===== config.mk =====
export PLATFORM = sky130hd
export DESIGN_NAME = step_controller
export DESIGN_NICKNAME = d
export VERILOG_FILES = /design/src/rtl/step_controller.sv
export SDC_FILE = /design/constraint.sdc
export NUM_CORES = 1
export LEC_CHECK = 0
export BUFFER_PORTS_ARGS = -buffer_cell sky130_fd_sc_hd__buf_2
export CAP_MARGIN = 30
export CELL_PAD_IN_SITES_DETAIL_PLACEMENT = 0
export CELL_PAD_IN_SITES_GLOBAL_PLACEMENT = 1
export CORE_UTILIZATION = 30
export CTS_CLUSTER_DIAMETER = 30
export DETAILED_ROUTE_END_ITERATION = 12
export GPL_ROUTABILITY_DRIVEN = 0
export HOLD_SLACK_MARGIN = 0.1
export PLACE_DENSITY = 0.64
export SYNTH_ARGS = -nofsm -noshare
export SYNTH_HDL_FRONTEND = slang
export SYNTH_SLANG_ARGS = --single-unit

===== constraint.sdc =====
create_clock -name CLOCK_50 -period 1.87 [get_ports CLOCK_50]
set_clock_uncertainty 0.05 [all_clocks]
set_input_delay 0.374 -clock CLOCK_50 [delete_from_list [all_inputs] [get_ports CLOCK_50]]
set_output_delay 0.374 -clock CLOCK_50 [all_outputs]
set_load 0.01 [all_outputs]

===== src/rtl/step_controller.sv =====
// Debounced single-step / auto-run step generator for a CPU step-enable input.
// Define STEP_CTRL_AUTORUN_EN to build in the free-running auto-step divider.
module step_controller #(
  parameter int unsigned DEBOUNCE_CYCLES = 500000,
  parameter int unsigned AUTO_DIV        = 25000000
) (
  input  logic        CLOCK_50,
  input  logic        reset,
  input  logic        btn_n,
  input  logic        run_sw,
  output logic        step_pulse,
  output logic        btn_stable,
  output logic [15:0] step_count
);

  localparam int unsigned CNT_W = ($clog2(DEBOUNCE_CYCLES) > 16) ? $clog2(DEBOUNCE_CYCLES) : 16;
  localparam logic [CNT_W-1:0] CNT_LAST = CNT_W'(DEBOUNCE_CYCLES - 1);

  typedef enum logic [1:0] {
    IDLE         = 2'd0,
    PRESS_WAIT   = 2'd1,
    HELD         = 2'd2,
    RELEASE_WAIT = 2'd3
  } state_e;

  logic [1:0]       btn_sync_q;
  logic             btn_sync;
  state_e           state_q;
  logic [CNT_W-1:0] cnt_q;
  logic             btn_stable_q;
  logic             press_done_c;
  logic             auto_mode_c;
  logic             auto_fire_c;
  logic             step_pulse_q;
  logic             step_pulse_d;
  logic [15:0]      step_count_q;
  logic [15:0]      step_count_d;

  // Two-flop synchroniser; the button is inverted so 1 means pressed.
  always_ff @(posedge CLOCK_50 or posedge reset) begin
    if (reset) begin
      btn_sync_q <= 2'b00;
    end else begin
      btn_sync_q <= {btn_sync_q[0], ~btn_n};
    end
  end

  assign btn_sync = btn_sync_q[1];

`ifdef STEP_CTRL_AUTORUN_EN
  localparam int unsigned DIV_W = $clog2(AUTO_DIV);
  localparam logic [DIV_W-1:0] DIV_LAST = DIV_W'(AUTO_DIV - 1);

  logic [1:0]       run_sync_q;
  logic [DIV_W-1:0] div_q;
  logic [DIV_W-1:0] div_d;
  logic             div_wrap_c;

  always_ff @(posedge CLOCK_50 or posedge reset) begin
    if (reset) begin
      run_sync_q <= 2'b00;
      div_q      <= '0;
    end else begin
      run_sync_q <= {run_sync_q[0], run_sw};
      div_q      <= div_d;
    end
  end

  // Divider free-runs only in auto mode and parks at zero otherwise.
  always_comb begin
    div_wrap_c = run_sync_q[1] && (div_q == DIV_LAST);
    div_d      = '0;
    if (run_sync_q[1] && !div_wrap_c) begin
      div_d = div_q + DIV_W'(1);
    end
  end

  assign auto_mode_c = run_sync_q[1];
  assign auto_fire_c = div_wrap_c;
`else
  logic unused_run_sw;

  assign unused_run_sw = run_sw;
  assign auto_mode_c   = 1'b0;
  assign auto_fire_c   = 1'b0;
`endif

  // Debounce FSM: a level is accepted only after DEBOUNCE_CYCLES stable samples.
  always_ff @(posedge CLOCK_50 or posedge reset) begin
    if (reset) begin
      state_q      <= IDLE;
      cnt_q        <= '0;
      btn_stable_q <= 1'b0;
    end else begin
      case (state_q)
        IDLE: begin
          if (btn_sync) begin
            state_q <= PRESS_WAIT;
            cnt_q   <= '0;
          end
        end
        PRESS_WAIT: begin
          if (!btn_sync) begin
            state_q <= IDLE;
          end else if (cnt_q == CNT_LAST) begin
            state_q      <= HELD;
            btn_stable_q <= 1'b1;
          end else begin
            cnt_q <= cnt_q + CNT_W'(1);
          end
        end
        HELD: begin
          if (!btn_sync) begin
            state_q <= RELEASE_WAIT;
            cnt_q   <= '0;
          end
        end
        RELEASE_WAIT: begin
          if (btn_sync) begin
            state_q <= HELD;
          end else if (cnt_q == CNT_LAST) begin
            state_q      <= IDLE;
            btn_stable_q <= 1'b0;
          end else begin
            cnt_q <= cnt_q + CNT_W'(1);
          end
        end
      endcase
    end
  end

  assign press_done_c = (state_q == PRESS_WAIT) && btn_sync && (cnt_q == CNT_LAST);

  // Auto mode owns the pulse source; accepted presses only step in manual mode.
  always_comb begin
    step_pulse_d = 1'b0;
    if (auto_mode_c) begin
      step_pulse_d = auto_fire_c && !step_pulse_q;
    end else begin
      step_pulse_d = press_done_c && !step_pulse_q;
    end
    step_count_d = step_count_q + {15'd0, step_pulse_q};
  end

  always_ff @(posedge CLOCK_50 or posedge reset) begin
    if (reset) begin
      step_pulse_q <= 1'b0;
      step_count_q <= 16'd0;
    end else begin
      step_pulse_q <= step_pulse_d;
      step_count_q <= step_count_d;
    end
  end

  assign step_pulse = step_pulse_q;
  assign btn_stable = btn_stable_q;
  assign step_count = step_count_q;

endmodule


==> results of run 1 <==
[Yosys cell counts, drive strengths merged, types with 7 or more instances]
cell type	instances	area, um2
nor4	8	65.06
nand2	22	82.58
nand3	22	110.1
nor3	7	35.03
o21ai	8	40.04
dfrtp	41	1026
and3	7	43.79
xnor2	9	78.83
inv	10	37.54
nor2	12	45.04
xor2	7	61.31
[registers in the layout, summed over array words and instances, names as in the netlist, named ones only]
register	count
btn_stable	1
btn_sync_q	2
cnt_q	19
state_q	1
step_count	16
step_pulse	1
[worst max path at each step]
stage	slack, ns	end	from
finish	0.05	btn_stable	cnt_q[12]
global route	-0.004	btn_stable	cnt_q[12]
CTS	0.01	btn_stable	cnt_q[7]
detailed placement	0.02	btn_stable	cnt_q[14]
global placement	0.02	btn_stable	cnt_q[14]
floorplan	-0.02	btn_stable	cnt_q[7]
[cell type report]
type | count | share of cell area
flip-flops and latches | 41 | 0.3869
clock buffers | 7 | 0.03629
clock inverters | 1 | 0.001885
well taps | 77 | 0.03629
inverters | 10 | 0.01414
repair buffers | 51 | 0.1310
multi-input cells | 157 | 0.3935
[timing repair]
| item | CTS | global route |
|---|---|---|
| buffers inserted | 0 | 1 |
| hold endpoints to repair | 41 | 0 |
| resized for setup | 1 | 7 |
| hold buffers | 1 | 0 |
| pin swaps | 0 | 4 |
| endpoints found under the setup margin | 1 | 9 |
| gates cloned | 0 | 0 |
[logic make-up (layout without fill, tap and decap cells)]
logic type | after synthesis | in the layout | synth area share
XOR/XNOR | 16 | 16 | 0.06768
AND/OR/NAND/NOR | 100 | 100 | 0.2604
flip-flops | 41 | 41 | 0.4955
AO/OA/AOI/OAI | 34 | 34 | 0.1118
buffers and inverters | 15 | 69 | 0.02719
adder cells (fa/ha/maj) | 3 | 3 | 0.01813
multiplexers | 4 | 4 | 0.01934
[power by group through the flow]
| stage | Combinational [mW] | Sequential (mW) | Clock, mW |
|---|---|---|---|
| 3_3_place_gp | 0.187 | 0.993 | 0 |
| 3_5_place_dp | 0.190 | 0.998 | 0 |
| 5_1_grt | 0.224 | 0.998 | 0.705 |
| 2_1_floorplan | 0.112 | 0.990 | 0 |
| 6_report | 0.196 | 0.990 | 0.639 |
| 4_1_cts | 0.193 | 0.979 | 0.669 |
[metrics by stage]
step	instance area [um2]	hold slack (ns)	utilization	cells
global route	2655	0.1728	0.4088	344
detailed placement	2497	0.2847	0.3845	334
floorplan	2082	0.2812	-	213
global placement	2497	0.2836	0.3845	334
CTS	2613	0.1588	0.4022	343
finish	2655	0.1657	0.4088	344
[metal layers]
metal	GRT usage	wire, um	up-vias
met5	0	0	-
met4	0.04622	40	0
met3	0.03113	162	5
met2	0.2361	2245	33
met1	0.2038	2352	848
li1	-	-	892
==> results.md, run 1 <==
- Slew margin rel.: 0.7154
- Worst flop-to-flop path startpoint: cnt_q[12]
- H-tree depth: 2
- Cell count along the critical path: 5
- Clock share of power: 0.350
- Ports: 22
- Layout Nets: between 200 and 300
- Post-synthesis sequential area ratio: 0.4955
- Total global-route track usage: 0.1488
- Pwr Density: 687.4 mW/mm2
- Synth cell types: 42
- Die Area: 0.007239 mm2
- CTS sink cnt: between 40 and 50
- Internal power: between 1 and 1.5 mW
- Reg2reg end: btn_stable
- Flop pwr share: 0.543
- Net Sw Power: 473.4 uW
- Clock Tree Root: clkbuf_8
- Grt ovf: 0
- Synthesized Nets: 220
- CP delay by family, top: simple AND/OR/NAND/NOR gates
- Drt drc: 0
- Min-delay worst type: in2reg
- Critical Path Start Type: flip-flop
- CP Max Fanout: 5
- Share of cells above drive strength 1: 0.2772
- Critical path's slowest cell: or4b_4
- Vias in the first global route: 1773
- Initial core utilization: 0.3188
- Worst Hold Path Cells: 2
- Worst EP arrival: around 2.0 ns
- Hold path start: btn_n
- Netlist Area Pre-Place: 0.002071 mm2
- Unrepaired setup endpoints after global routing: true
- Setup TNS Final: 0 ns
- Initial antenna violation count: 0
- Core Area: 0.006495 mm2
- Req. time, crit path: 2.00 ns
- Iter 0 DRT Violations: 86
- FF-to-FF path depth: 5
- Commonest non-fill, non-tap cell in the layout: dfrtp_1
- CTS Buf Count: 5
- Die Y: 85.08 um
- Final Hold Vio Count: 0
- Slew Viols, Final: 0
- Largest net degree at the start of global routing: 42
- CP peak stage delay: 0.57 ns
- Global-route wire length before repair: ~8.5 mm
- Setup slack after layout: between 0.05 and 0.06 ns
- First-pass DRT Iterations: 4
- Switching fraction of total power: 0.2594
- Critical path capture point type: flip-flop
- Synthesized area per cell: between 9 and 10 um2
- Fmax: 550.2 MHz
- Cells along the critical path: or4b_4 -> nor4_4 -> buf_4 -> a41oi_1 -> o22a_1
- Status: finished, final reports clean
- Commonest non-fill, non-tap cells in the layout: dfrtp_1, buf_4, nand2_1, nand3_1, buf_2
- Area growth syn-to-layout: 28.22%
- Final worst path period share: 0.9719
- Hold Path Sink: btn_sync_q[0]
- R2R Setup Slk: approximately 0.053 ns
- CTS tree: done
- Worst skew pair latency: ~0.29 ns
- Synth Instances: about 210
- Peak VDD IR: roughly 0.38 mV
- Bufs and invs on worst path: 1
- MaxCap Viol Count: 0
- Kind of critical path: reg2reg
- Max clock buf depth: 2
- Vias/cell: ~5.2
- Synth Register Bits: 41
- Post-route ant nets: 0
- Die X: 85.08 um
- Logic gate share of total power: 0.107
- FFs w/ async S/R, synth: 1.000
- Final setup fails: 0
- Via Count: 1778
- Pwr Total: 1.825 mW
- FILL cells: approximately 620
- Syn. warnings: 0
- Tmin final: between 1.5 and 2 ns
- I/O Buffers: 20
- Multi-input logic area: 0.001045 mm2
- Worst-path clk slew: 0.08 ns
- # diodes: 0
- Seq. cell area: 0.001027 mm2
- Least-Margin Pin Slew: between 0.4 and 0.5 ns
- DP HPWL: 3.351 mm
- Number of synthesized flops with an enable pin: 0
- Wire length per cell: 13.96 um
- P_leak: 1.232 nW
- Pre-CTS WS: 0.02111 ns
- Post-synth top flop: dfrtp_1
- Row cnt: 29
- DRT Wirelength: 4.801 mm
Note: power is estimated with default switching activity, not from simulation.
==> inputs of run 2 (changes only) <==
CORE_UTILIZATION = 40   (was 30)
PLACE_DENSITY = 0.8   (was 0.64)
==> results.md, run 2 (synthesized netlist as in run 1, its figures left out) <==
- Least-Margin Pin Slew: 0.5197 ns (was 0.4230 ns)
- Largest register FFs: 19 (unchanged)
- Largest net degree at the start of global routing: 42 (unchanged)
- Unrepaired setup endpoints after global routing: true (unchanged)
- Initial antenna violation count: 0 (unchanged)
- Clock Tree Root: clkbuf_8 (unchanged)
- First-pass DRT Iterations: 4 (unchanged)
- Commonest non-fill, non-tap cells in the layout: dfrtp_1, buf_4, nand2_1, nand3_1, buf_2 (unchanged)
- Die Y: 73.95 um (was 85.08 um)
- Area growth syn-to-layout: 25.98% (was 28.22%)
- Post-route ant nets: 0 (unchanged)
- Die X: 73.95 um (was 85.08 um)
- Final Hold Vio Count: 0 (unchanged)
- Kind of critical path: reg2reg (unchanged)
- Vias in the first global route: 1643 (was 1773)
- Worst EP arrival: 1.98 ns (was 1.95 ns)
- Req. time, crit path: 2.00 ns (about the same)
- Max clock buf depth: 2 (unchanged)
- Worst skew pair latency: 0.29 ns (about the same)
- Wire length per cell: 13.69 um (was 13.96 um)
- Slew Viols, Final: 0 (unchanged)
- # diodes: 0 (unchanged)
- DP HPWL: 3.215 mm (was 3.351 mm)
- Worst-path clk slew: 0.08 ns (about the same)
- Pwr Density: 707.9 mW/mm2 (was 687.4 mW/mm2)
- Die Area: 0.005469 mm2 (was 0.007239 mm2)
- MaxCap Viol Count: 0 (unchanged)
- Grt ovf: 0 (unchanged)
- Final worst path period share: 0.9900 (was 0.9719)
- Critical Path Start Type: flip-flop (unchanged)
- Drt drc: 0 (unchanged)
- CTS sink cnt: 41 (unchanged)
- Global-route wire length before repair: 7.769 mm (was 8.507 mm)
- Row cnt: 25 (was 29)
- Fmax: 540.1 MHz (was 550.2 MHz)
- Biggest register: cnt_q (unchanged)
- H-tree depth: 2 (unchanged)
- Grt met3 use: 0.04065 (was 0.03113)
- CTS Buf Count: 5 (unchanged)
- I/O Buffers: 20 (unchanged)
- Min-delay worst type: in2async (was in2reg)
- Critical path capture point type: flip-flop (unchanged)
- Gr busiest metal: met2 (unchanged)
- Share of cells above drive strength 1: 0.2622 (was 0.2772)
- Vias/cell: 5.216 (was 5.169)
- Ports: 22 (unchanged)
- FF-to-FF path depth: 5 (unchanged)
- CP Max Fanout: 6 (was 5)
- Iter 0 DRT Violations: 64 (was 86)
- Met1 global-route usage: 0.2624 (was 0.2038)
- Cells along the critical path: or4b_4 -> nor4_4 -> buf_4 -> a41oi_1 -> o22a_1 (unchanged)
- Setup TNS Final: 0 ns (unchanged)
- DRT Wirelength: 4.574 mm (was 4.801 mm)
- Cts hold-fix bufs: 0 (was 1)
- Status: finished, final reports clean (unchanged)
- P_leak: 1.238 nW (was 1.232 nW)
- Commonest non-fill, non-tap cell in the layout: dfrtp_1 (unchanged)
- Peak VDD IR: 0.3657 mV (was 0.3815 mV)
- Via Count: 1742 (was 1778)
- CP peak stage delay: 0.57 ns (about the same)
- Non-filler cells, final: 334 (was 344)
- Tmin final: 1.851 ns (was 1.817 ns)
- Pwr Total: 1.847 mW (was 1.825 mW)
- Initial core utilization: 0.4271 (was 0.3188)
- Global routing usage on met2: 0.2990 (was 0.2361)
- Layout Nets: 274 (was 273)
- Total global-route track usage: 0.1899 (was 0.1488)
- Critical path's slowest cell: or4b_4 (unchanged)
- Core Area: 0.004848 mm2 (was 0.006495 mm2)
- Slew margin rel.: 0.6536 (was 0.7154)
- Inst Count DP: 323 (was 334)
- CTS tree: done (unchanged)
- Final setup fails: 0 (unchanged)
run 2: changes by cell type in the layout (fill, tap and decap cells not counted), sizes merged:
| cell | change |
|---|---|
| buf | +2 |
| bufinv | +1 |
| clkbuf | -2 |
| clkinv | -1 |
| dlygate4sd3 | -1 |
| inv | +1 |
run 2: per-layer routing:
| metal | part of all wire | wire length, um |
|---|---|---|
| met3 | 0.028 | 128 |
| met5 | 0 | 0 |
| met4 | 0.014 | 66 |
| met1 | 0.50 | 2277 |
| met2 | 0.46 | 2102 |
run 2: final timing paths:
path	from	to	slack, ns
setup / recovery	cnt_q[12]	btn_stable	0.02
hold reg to reg	btn_sync_q[0]	btn_sync_q[1]	0.31
setup reg to reg	cnt_q[12]	btn_stable	0.02
max in group asynchronous	reset	step_count[12]	1.25
hold / removal	reset	step_count[3]	0.14
min in group CLOCK_50	btn_n	btn_sync_q[0]	0.17
run 2: power by group:
part           internal (mW)  switching, mW  leakage [nW]
Sequential             0.928         0.0506         0.561
Combinational         0.0841         0.0983         0.623
Clock                  0.388          0.298        0.0540
run 2: repair_timing:
| item | 4_1_cts | 5_1_grt |
|---|---|---|
| pin swaps | 1 | 1 |
| endpoints found under the setup margin | 2 | 7 |
| resized for setup | 1 | 1 |
| buffers inserted | 1 | 3 |
run 2: cell type report:
type                    instances  area [um2]
fillers                       463        2240
flip-flops and latches         41        1026
multi-input cells             157        1017
repair buffers                 52       340.3
well taps                      67       83.83
clock buffers                   5       68.82
inverters                      10       37.54
clock inverters                 2       35.03
run 2: critical path, delay by kind of cell (launching register included):
family	cells	cell delay (ns)
buffers and inverters	1	0.19
AOI/OAI and AO/OA	2	0.33
DFF	1	0.38
and+or+nand+nor	2	0.80
run 2: through the flow:
step / util / hold WS [ns] / setup slack, ns / instance area, um2
2_1_floorplan: - / 0.2812 / -0.01774 / 2082
3_5_place_dp: 0.5084 / 0.2918 / -0.01915 / 2465
3_3_place_gp: 0.5084 / 0.2830 / -0.03317 / 2465
6_report: 0.5381 / 0.1420 / 0.01865 / 2609
4_1_cts: 0.5321 / 0.1550 / 0.01751 / 2580
5_1_grt: 0.5381 / 0.1474 / -0.05008 / 2609
